--- src/rtl/xlr8_tone_pkg.sv ---
// Shared types and default parameters for the XLR8 speaker tone sequencer.
package xlr8_tone_pkg;

  localparam int DIV_W_DEF      = 16;
  localparam int DUR_W_DEF      = 12;
  localparam int TICK_DIV_DEF   = 16000;
  localparam int FIFO_DEPTH_DEF = 4;

  typedef enum logic [1:0] {
    IDLE,
    LOAD,
    PLAY,
    GAP
  } tone_state_t;

  typedef struct packed {
    logic [DIV_W_DEF-1:0] period;
    logic [DUR_W_DEF-1:0] dur;
    logic [1:0]           ch;
  } note_t;

endpackage

--- src/rtl/xlr8_tone_fifo.sv ---
// Synchronous note queue; pointers carry one extra bit so full and empty differ.
module xlr8_tone_fifo
  import xlr8_tone_pkg::*;
#(
  parameter int  DEPTH = FIFO_DEPTH_DEF,
  parameter type T     = note_t
) (
  input  logic                   clk,
  input  logic                   rstn,
  input  logic                   push,
  input  logic                   pop,
  input  logic                   flush,
  input  T                       din,
  output logic                   full,
  output logic                   empty,
  output logic [$clog2(DEPTH):0] level,
  output T                       head
);

  localparam int AW = $clog2(DEPTH);
  localparam logic [AW:0] FULL_LVL = DEPTH[AW:0];

  T            mem_q [DEPTH];
  logic [AW:0] wr_ptr_q, wr_ptr_d;
  logic [AW:0] rd_ptr_q, rd_ptr_d;
  logic        do_push, do_pop;

  assign level = wr_ptr_q - rd_ptr_q;
  assign full  = (level == FULL_LVL);
  assign empty = (level == '0);
  assign head  = mem_q[rd_ptr_q[AW-1:0]];

  always_comb begin
    do_push  = push && !full;
    do_pop   = pop && !empty;
    wr_ptr_d = wr_ptr_q + {{AW{1'b0}}, do_push};
    rd_ptr_d = rd_ptr_q + {{AW{1'b0}}, do_pop};
    if (flush) begin
      wr_ptr_d = '0;
      rd_ptr_d = '0;
    end
  end

  always_ff @(posedge clk) begin
    if (!rstn) begin
      wr_ptr_q <= '0;
      rd_ptr_q <= '0;
    end else begin
      wr_ptr_q <= wr_ptr_d;
      rd_ptr_q <= rd_ptr_d;
    end
  end

  always_ff @(posedge clk) begin
    if (do_push && !flush) begin
      mem_q[wr_ptr_q[AW-1:0]] <= din;
    end
  end

endmodule

--- src/rtl/xlr8_tone_gen.sv ---
// Speaker tone sequencer: plays queued notes back-to-back as square waves on two pins,
// with a one-tick silent gap after each note.
module xlr8_tone_gen
  import xlr8_tone_pkg::*;
#(
  parameter int DIV_W      = DIV_W_DEF,
  parameter int DUR_W      = DUR_W_DEF,
  parameter int TICK_DIV   = TICK_DIV_DEF,
  parameter int FIFO_DEPTH = FIFO_DEPTH_DEF
) (
  input  logic             clk,
  input  logic             rstn,
  input  logic             enable,
  input  logic             note_wr,
  input  logic [DIV_W-1:0] note_period,
  input  logic [DUR_W-1:0] note_dur,
  input  logic [1:0]       note_ch,
  output logic             fifo_full,
  output logic             busy,
  output logic             ovf,
  output logic             note_done,
  output logic             spk1_out,
  output logic             spk2_out
);

  localparam int PS_W  = (TICK_DIV > 1) ? $clog2(TICK_DIV) : 1;
  localparam int LVL_W = $clog2(FIFO_DEPTH) + 1;
  localparam logic [PS_W-1:0] TICK_LAST = PS_W'(TICK_DIV - 1);

  typedef struct packed {
    logic [DIV_W-1:0] period;
    logic [DUR_W-1:0] dur;
    logic [1:0]       ch;
  } slot_t;

  tone_state_t      state_q, state_d;
  logic [DIV_W-1:0] period_q, period_d, div_cnt_q, div_cnt_d;
  logic [DUR_W-1:0] dur_q, dur_d, tick_q, tick_d;
  logic [1:0]       ch_q, ch_d;
  logic [PS_W-1:0]  presc_q, presc_d;
  logic             phase_q, phase_d, ovf_q, ovf_d, done_q, done_d;
  logic             spk1_q, spk1_d, spk2_q, spk2_d;

  logic             push, pop, flush, fifo_empty, tick_wrap;
  logic [LVL_W-1:0] fifo_level;
  slot_t            wr_slot, head;

  assign wr_slot = '{period: note_period, dur: note_dur, ch: note_ch};
  // Full is sampled before any same-cycle pop, so a write into a full queue is always dropped.
  assign push    = note_wr && enable && !fifo_full;

  xlr8_tone_fifo #(.DEPTH(FIFO_DEPTH), .T(slot_t)) u_fifo (
    .clk   (clk),
    .rstn  (rstn),
    .push  (push),
    .pop   (pop),
    .flush (flush),
    .din   (wr_slot),
    .full  (fifo_full),
    .empty (fifo_empty),
    .level (fifo_level),
    .head  (head)
  );

  always_comb begin
    state_d   = state_q;
    period_d  = period_q;
    dur_d     = dur_q;
    ch_d      = ch_q;
    div_cnt_d = div_cnt_q;
    presc_d   = presc_q;
    tick_d    = tick_q;
    phase_d   = phase_q;
    ovf_d     = ovf_q;
    done_d    = 1'b0;
    pop       = 1'b0;
    flush     = 1'b0;
    tick_wrap = (presc_q == TICK_LAST);

    if (!enable) begin
      state_d   = IDLE;
      flush     = 1'b1;
      ovf_d     = 1'b0;
      phase_d   = 1'b0;
      div_cnt_d = '0;
      presc_d   = '0;
      tick_d    = '0;
    end else begin
      if (note_wr && fifo_full) ovf_d = 1'b1;
      unique case (state_q)
        IDLE: if (!fifo_empty) state_d = LOAD;
        LOAD: begin
          pop       = 1'b1;
          period_d  = head.period;
          dur_d     = head.dur;
          ch_d      = head.ch;
          div_cnt_d = '0;
          presc_d   = '0;
          tick_d    = '0;
          phase_d   = 1'b0;
          // A zero-length note is skipped; look past the entry being popped right now.
          if (head.dur == '0) begin
            state_d = (fifo_level > LVL_W'(1) || push) ? LOAD : IDLE;
          end else begin
            state_d = PLAY;
          end
        end
        PLAY: begin
          if (period_q != '0) begin
            if (div_cnt_q == period_q - DIV_W'(1)) begin
              div_cnt_d = '0;
              phase_d   = !phase_q;
            end else begin
              div_cnt_d = div_cnt_q + DIV_W'(1);
            end
          end
          if (tick_wrap) begin
            presc_d = '0;
            tick_d  = tick_q + DUR_W'(1);
            if (tick_q == dur_q - DUR_W'(1)) begin
              done_d    = 1'b1;
              phase_d   = 1'b0;
              div_cnt_d = '0;
              tick_d    = '0;
              state_d   = GAP;
            end
          end else begin
            presc_d = presc_q + PS_W'(1);
          end
        end
        GAP: begin
          if (tick_wrap) begin
            presc_d = '0;
            state_d = fifo_empty ? IDLE : LOAD;
          end else begin
            presc_d = presc_q + PS_W'(1);
          end
        end
        default: state_d = IDLE;
      endcase
    end

    // Outputs follow the next-state values so a pin rises exactly `period` cycles into PLAY.
    spk1_d = phase_d && ch_d[0] && (state_d == PLAY) && (period_d != '0);
    spk2_d = phase_d && ch_d[1] && (state_d == PLAY) && (period_d != '0);
  end

  always_ff @(posedge clk) begin
    if (!rstn) begin
      state_q   <= IDLE;
      period_q  <= '0;
      dur_q     <= '0;
      ch_q      <= '0;
      div_cnt_q <= '0;
      presc_q   <= '0;
      tick_q    <= '0;
      phase_q   <= 1'b0;
      ovf_q     <= 1'b0;
      done_q    <= 1'b0;
      spk1_q    <= 1'b0;
      spk2_q    <= 1'b0;
    end else begin
      state_q   <= state_d;
      period_q  <= period_d;
      dur_q     <= dur_d;
      ch_q      <= ch_d;
      div_cnt_q <= div_cnt_d;
      presc_q   <= presc_d;
      tick_q    <= tick_d;
      phase_q   <= phase_d;
      ovf_q     <= ovf_d;
      done_q    <= done_d;
      spk1_q    <= spk1_d;
      spk2_q    <= spk2_d;
    end
  end

  assign busy      = (state_q != IDLE) || !fifo_empty;
  assign ovf       = ovf_q;
  assign note_done = done_q;
  assign spk1_out  = spk1_q;
  assign spk2_out  = spk2_q;

endmodule

--- config.mk ---
export PLATFORM = sky130hd
export DESIGN_NAME = xlr8_tone_gen
export DESIGN_NICKNAME = d
export VERILOG_FILES = /design/src/rtl/xlr8_tone_pkg.sv /design/src/rtl/xlr8_tone_fifo.sv /design/src/rtl/xlr8_tone_gen.sv
export SDC_FILE = /design/constraint.sdc
export NUM_CORES = 1
export LEC_CHECK = 0
export BUFFER_PORTS_ARGS = -buffer_cell sky130_fd_sc_hd__buf_4
export CORE_ASPECT_RATIO = 0.5
export CORE_MARGIN = 10
export CORE_UTILIZATION = 59
export CTS_CLUSTER_DIAMETER = 200
export DETAILED_ROUTE_END_ITERATION = 6
export PLACE_DENSITY = 0.82
export SLEW_MARGIN = 20
export SYNTH_ARGS = -nofsm -noshare
export SYNTH_HDL_FRONTEND = slang
export SYNTH_SLANG_ARGS = --single-unit
--- constraint.sdc ---
create_clock -name clk -period 15.8 [get_ports clk]
set_clock_uncertainty 0.15 [all_clocks]
set_input_delay 0.79 -clock clk [delete_from_list [all_inputs] [get_ports clk]]
set_output_delay 0.79 -clock clk [all_outputs]
set_load 0.01 [all_outputs]
Word level (Yosys, flattened, before mapping)
Memory sizes are Yosys's and may differ from the RTL's. A register that Yosys moved wholly into a read port is not among the register bits.
Index checks and enable logic that the tools add are counted.
{"block": "classes", "reduce_logical": 30, "n_lt_le_gt_ge": 1, "muxes": 35, "n_addsub": 8, "n_eq_ne": 9}
{"op": "16-bit two-way mux", "n": 6}
{"op": "16-bit case mux with 2 select lines", "n": 1}
{"op": "16-bit nonzero test", "n": 2}
{"op": "14-bit case mux with 2 select lines", "n": 1}
{"op": "12-bit two-way mux", "n": 2}
{"op": "12-bit case mux with 2 select lines", "n": 1}
{"op": "2-bit two-way mux", "n": 9}
{"op": "16-bit by 1-bit adder with 16-bit output, second input constant", "n": 1}
{"op": "16-bit == test", "n": 1}
{"op": "16-bit by 1-bit subtractor with 16-bit output, second input constant", "n": 1}
{"op": "14-bit by 1-bit adder with 14-bit output, second input constant", "n": 1}
{"op": "14-bit == test, second input constant", "n": 1}
{"op": "14-bit two-way mux", "n": 1}
{"op": "12-bit by 1-bit adder with 12-bit output, second input constant", "n": 1}
{"op": "12-bit == test", "n": 1}
{"op": "1-bit logical AND", "n": 12}
{"op": "12-bit zero test", "n": 1}
{"op": "1-bit two-way mux", "n": 12}
{"op": "12-bit by 1-bit subtractor with 12-bit output, second input constant", "n": 1}
{"op": "2-bit case mux with 4 select lines", "n": 1}
{"op": "3-bit by 1-bit adder with 3-bit output", "n": 2}
{"op": "2-bit == test, second input constant", "n": 3}
{"op": "2-bit AND reduction", "n": 3}
{"op": "2-bit nonzero test", "n": 3}
{"op": "other kinds (12)", "n": 15}
{"block": "word_totals", "mem_bits_rw": 120, "wordCells": 98, "reg_bits": 85, "n_memories": 1}
{"name": "u_fifo.mem_q", "depth": 4, "word_bits": 30, "read_ports": 1, "rd_ports_with_merged_regs": 1, "write_ports": 1, "line_no": "xlr8_tone_fifo.sv:23", "text": "T mem_q [DEPTH];"}

Depth between registers and ports, before layout
{"block": "logic_depth", "depth_word": 12, "depth_mapped": 13, "depth_no_buf": 11}

Modules after synthesis
A second synthesis with hierarchy kept.
{"block": "unflattened", "cells_unflattened": 801, "area_unflattened_um2": 9519.1}
{"module": "xlr8_tone_gen", "cells_per_inst": 606, "n_inst": 1, "area_each_um2": 4817.1}
{"module": "xlr8_tone_fifo", "cells_per_inst": 195, "n_inst": 1, "area_each_um2": 4702.0}

Least setup slack after synthesis
OpenSTA, ideal clock, no wires.
{"block": "synth_path", "path_type": "register -> register", "start": "register u_fifo.rd_ptr_q[1]", "end": "memory u_fifo.mem_q[0][0] in the netlist's numbering (enable)", "path_buffers": 2, "t_arrival_ns": 4.672, "setup_ns": 0.493, "path_stages_with_launch": 8, "synth_period_minus_slack_ns": 5.315, "slack_ns": 10.485, "cell_sequence": "dfxtp_1 -> buf_1 -> inv_1 -> fa_1 -> xnor2_1 -> and3b_1 -> clkbuf_1 -> nor4_1"}
{"block": "synth_via", "elab_chain_cells": 8}
{"element": "from (decl)", "line_no": "xlr8_tone_fifo.sv:25", "text": "logic [AW:0] rd_ptr_q, rd_ptr_d;"}
{"element": "from (signal assigned)", "line_no": "xlr8_tone_fifo.sv:50", "text": "rd_ptr_q <= rd_ptr_d;"}
{"element": "3-bit subtractor *", "line_no": "xlr8_tone_fifo.sv:28", "text": "assign level = wr_ptr_q - rd_ptr_q;"}
{"element": "3-bit == test *", "line_no": "xlr8_tone_fifo.sv:29", "text": "assign full = (level == FULL_LVL);"}
{"element": "named net fifo_full", "line_no": "xlr8_tone_gen.sv:18", "text": "output logic fifo_full,"}
{"element": "1-bit zero test *", "line_no": "xlr8_tone_fifo.sv:34, xlr8_tone_gen.sv:50"}
{"element": "1-bit logical AND", "line_no": "xlr8_tone_gen.sv:50", "text": "assign push = note_wr && enable && !fifo_full;"}
{"element": "1-bit logical AND *", "line_no": "xlr8_tone_fifo.sv:34", "text": "do_push = push && !full;"}
{"element": "1-bit logical AND *", "line_no": "xlr8_tone_fifo.sv:55", "text": "if (do_push && !flush) begin"}
{"element": "1-bit two-way mux *", "line_no": "xlr8_tone_fifo.sv:55"}
{"element": "1-bit two-way mux (not written as such) *", "line_no": "xlr8_tone_fifo.sv:56", "text": "mem_q[wr_ptr_q[AW-1:0]] <= din;"}
{"element": "to (decl)", "line_no": "xlr8_tone_fifo.sv:23"}
Mark *: on every way through the listed nets, which the timed path passes. The rest lies on a longest branch.

Worst setup path in the final report
{"block": "layout_path", "start": "register u_fifo.wr_ptr_q[0]", "end": "output busy"}
{"block": "layout_via", "elab_chain_cells": 4}
{"element": "from (decl)", "line_no": "xlr8_tone_fifo.sv:24", "text": "logic [AW:0] wr_ptr_q, wr_ptr_d;"}
{"element": "from (signal assigned)", "line_no": "xlr8_tone_fifo.sv:49", "text": "wr_ptr_q <= wr_ptr_d;"}
{"element": "3-bit subtractor", "line_no": "xlr8_tone_fifo.sv:28"}
{"element": "3-bit zero test", "line_no": "xlr8_tone_fifo.sv:30", "text": "assign empty = (level == '0);"}
{"element": "1-bit zero test", "line_no": "xlr8_tone_gen.sv:178", "text": "assign busy = (state_q != IDLE) || !fifo_empty;"}
{"element": "1-bit logical OR", "line_no": "xlr8_tone_gen.sv:178"}
{"element": "to (decl)", "line_no": "xlr8_tone_gen.sv:19", "text": "output logic busy,"}
No other way between the ends.

==> impl_metrics.tcl <==
set metrics [dict create \
    run_status "finished clean" \
    power_report.internal_total_w 0.000818 \
    cts_max_path_buffers 3 \
    min_path_type "register to register" \
    route.vias.total 6445 \
    cts_setup_buffers 0 \
    leakagePower_nw 3.56 \
    core-area_sq_um 15500 \
    grt_pass1_wl_mm 33.2 \
    post_synthesis_average_cell_area_sq_um 11.9 \
    netlist_cell_types 63 \
    regToRegSetupSlack_ps 12260 \
    warnings_from_yosys 0 \
    largest_cells_by_area_after_synthesis "sky130_fd_sc_hd__edfxtp_1 (38%), sky130_fd_sc_hd__dfxtp_1 (18%), sky130_fd_sc_hd__mux4_2 (7.2%)" \
    synth.largest_area_cell "sky130_fd_sc_hd__edfxtp_1" \
    drcViolationCount 0 \
    hold_path_cell_cnt 2 \
    path_max_fanout 4 \
    synth.cell_area_sq_um 9420 \
    power_per_cell_area_nw_per_um2 99.4 \
    detail_route.first_pass.iterations 5 \
    max_slew.worst_pin.slew_ps 873 \
    h-tree-depth 1 \
    drv_cap 0 \
    p_sw_w 0.000220 \
    synth-async-reset-ratio 0 \
    1st_iter_drt_viols 562 \
    postCtsResizedCells 0 \
    tritoncts_clock_tree "built" \
    required_worst_endpoint_ps 14860 \
    synthDominantCellAreaShare 0.383 \
    power_frac_clock 0.403 \
    globalRoute.totalOverflow 0 \
    cp-start-kind "register" \
    grt_pass1_vias 6108 \
    grt_max_degree 38 \
    cts.sinks 205 \
    cts-buffers-inserted 18 \
    post_synth_inst_count 789 \
    peakVddDrop_v 0.0000865 \
    comb_power_share 0.044 \
    pin_count 40 \
    final.period_utilization 0.229 \
    routed_wire_length_mm 20.6 \
    finalPower_w 0.00104 \
    ys_dominant_reg_cell "sky130_fd_sc_hd__edfxtp_1" \
    synth_nets 838 \
    p_seq_frac 0.553 \
    timing.critical_path.to_type "output pin" \
    period_needed_ps 3610 \
    worst-r2r-cell-count 11 \
    initial_core_util 0.606 \
    root_buffer "sky130_fd_sc_hd__clkbuf_16" \
    fp.dieArea_sq_um 21700 \
    port-buffer-count 39 \
    final-hold-violation-count 0 \
    rows 32 \
    insertedDiodeCount 0 \
    layout_commonest_cell "sky130_fd_sc_hd__edfxtp_1" \
    sw_frac_of_total 0.212 \
    ant_nets 0 \
    timing.setup.critical_path_class "register to output pin" \
    grt_setup_unrepaired "no" \
    most-common-layout-cells "sky130_fd_sc_hd__edfxtp_1 (120), sky130_fd_sc_hd__dfxtp_1 (84), sky130_fd_sc_hd__nand2_1 (68), sky130_fd_sc_hd__nor2_1 (48), sky130_fd_sc_hd__buf_4 (47)" \
    layout.cell_area.non_filler_sq_um 10400 \
    chipHeight_um 109 \
    postSynthRegisterBits 205 \
    report.final.slew_viol_count 0 \
    antenna_found_initial 0 \
    setup_viol 0 \
    net_count_of_the_finished_layout 868 \
    holdBufCountCts 0 \
    hold_end "ovf" \
    placement.cell_area_sq_um 9880 \
    globalRouteTotalUtil 0.191 \
    gp_congestion 0.942 \
    timing.critical_path.from "u_fifo.wr_ptr_q[0]" \
    area_delta_synth_final_pct 10.9 \
    timing.fmax_mhz 277 \
    clock_latency_late_sink_ps 500 \
    fp.dieW_um 199 \
    finalSetupTns_ps 0 \
    drive_gt1_frac 0.143 \
    place_hpwl_mm 13.5 \
    viasPerCell 6.23 \
    average_wire_per_cell_in_the_routed_design_um 19.9 \
    destination_of_the_worst_register_to_register_timing_path "div_cnt_q[2]" \
    synth_enable_flop_cells 120 \
    r2r_start "period_q[0]" \
    hold_path.startpoint "ovf" \
    clkTransAtPathRegs_ps 70 \
    slew_headroom 0.417 \
    worst_ep_arrival_time_ps 2670 \
    synth_seq_area_share 0.563 \
]
[synthesized netlist by cell type (3+ instances only)]
cell type,n
sky130_fd_sc_hd__or3_1,5
sky130_fd_sc_hd__nand4_1,21
sky130_fd_sc_hd__a311oi_1,6
sky130_fd_sc_hd__a21oi_2,5
sky130_fd_sc_hd__a21oi_1,23
sky130_fd_sc_hd__a21boi_0,15
sky130_fd_sc_hd__mux4_2,30
sky130_fd_sc_hd__and4_1,3
sky130_fd_sc_hd__nor4_1,13
sky130_fd_sc_hd__inv_1,23
sky130_fd_sc_hd__and3b_1,3
sky130_fd_sc_hd__nand2_1,68
sky130_fd_sc_hd__nand3_1,21
sky130_fd_sc_hd__nor3_1,22
sky130_fd_sc_hd__a211oi_1,6
sky130_fd_sc_hd__xor2_1,25
sky130_fd_sc_hd__o21ai_1,4
sky130_fd_sc_hd__nor2b_1,19
sky130_fd_sc_hd__xnor2_1,30
sky130_fd_sc_hd__nor2_1,48
sky130_fd_sc_hd__edfxtp_1,120
sky130_fd_sc_hd__buf_1,9
sky130_fd_sc_hd__and2_1,8
sky130_fd_sc_hd__ha_1,14
sky130_fd_sc_hd__nand2b_1,8
sky130_fd_sc_hd__a31oi_1,14
sky130_fd_sc_hd__and3_1,22
sky130_fd_sc_hd__o21ai_0,26
sky130_fd_sc_hd__nor3b_1,7
sky130_fd_sc_hd__buf_2,6
sky130_fd_sc_hd__dfxtp_1,85
sky130_fd_sc_hd__clkbuf_1,20
sky130_fd_sc_hd__mux2i_1,19
[registers in the layout (all words and copies together) (netlist names), 2 cells and up]
register and cells:
u_fifo.wr_ptr_q 3, tick_q 12, ch_q 2, dur_q 12
state_q 2, u_fifo.rd_ptr_q 3, period_q 16, presc_q 14
div_cnt_q 16, u_fifo.mem_q 120
[per-stage QoR]
stage / utilization / setup WS (ps) / cells / hold WS (ps)
final: 0.672 / 12190 / 1035 / 319
after global routing: 0.672 / 11970 / 1035 / 329
after CTS: 0.672 / 12200 / 1035 / 326
after detailed placement: 0.636 / 12360 / 1003 / 309
after global placement: 0.636 / 12480 / 1003 / 301
after floorplan: - / 10480 / 789 / 304
[worst max-delay path by stage]
| stage | cells after the start | end | slack (ps) |
|---|---|---|---|
| detailed placement | 11 | div_cnt_q[8] | 12360 |
| finish | 7 | busy | 12190 |
| global route | 11 | div_cnt_q[7] | 11970 |
| floorplan | 7 | u_fifo.mem_q[0][0] | 10480 |
| CTS | 7 | busy | 12200 |
| global placement | 11 | div_cnt_q[2] | 12480 |
[cell type report]
class | count | area (sq um)
inverter | 24 | 90.1
multi-input combinational | 523 | 3870
clock inverter | 5 | 47.5
sequential | 205 | 5310
tap | 204 | 255
timing repair buffer | 47 | 353
fill | 1100 | 5090
clock buffer | 27 | 514
[routing by layer]
layer	track usage	share of wire	vias up	routed length [um]
li1	-	-	3010	-
met1	0.273	0.45	3147	9270
met2	0.304	0.47	255	9630
met3	0.0287	0.066	33	1360
met4	0.0427	0.018	0	365
met5	0	0	-	0
[kinds of logic (layout without fill, tap and decap cells)]
logic type,Yosys count,after routing,share of synthesized area
and+or+nand+nor,282,282,0.158
DFF,205,205,0.563
muxes,49,49,0.0919
adders and majority gates,15,15,0.0207
xor gates and xnor gates,55,55,0.0511
AOI/OAI and AO/OA,122,122,0.0880
buffers and inverters,61,103,0.0267
[critical path, stage by stage (launching register included)]
cell	delay, ps
sky130_fd_sc_hd__dfxtp_1	400
sky130_fd_sc_hd__inv_1	110
sky130_fd_sc_hd__ha_1	190
sky130_fd_sc_hd__inv_1	80
sky130_fd_sc_hd__fa_1	450
sky130_fd_sc_hd__nor3b_1	560
sky130_fd_sc_hd__nand2_1	210
sky130_fd_sc_hd__buf_4	190
[power by group through the flow]
stage	logic (W)	registers [W]	clock network, W
2_1_floorplan	0.0000276	0.000584	0
3_3_place_gp	0.0000439	0.000584	0
3_5_place_dp	0.0000453	0.000585	0
4_1_cts	0.0000457	0.000573	0.000424
5_1_grt	0.0000504	0.000574	0.000445
6_report	0.0000462	0.000574	0.000418
Power figures use the tool's default switching activity.
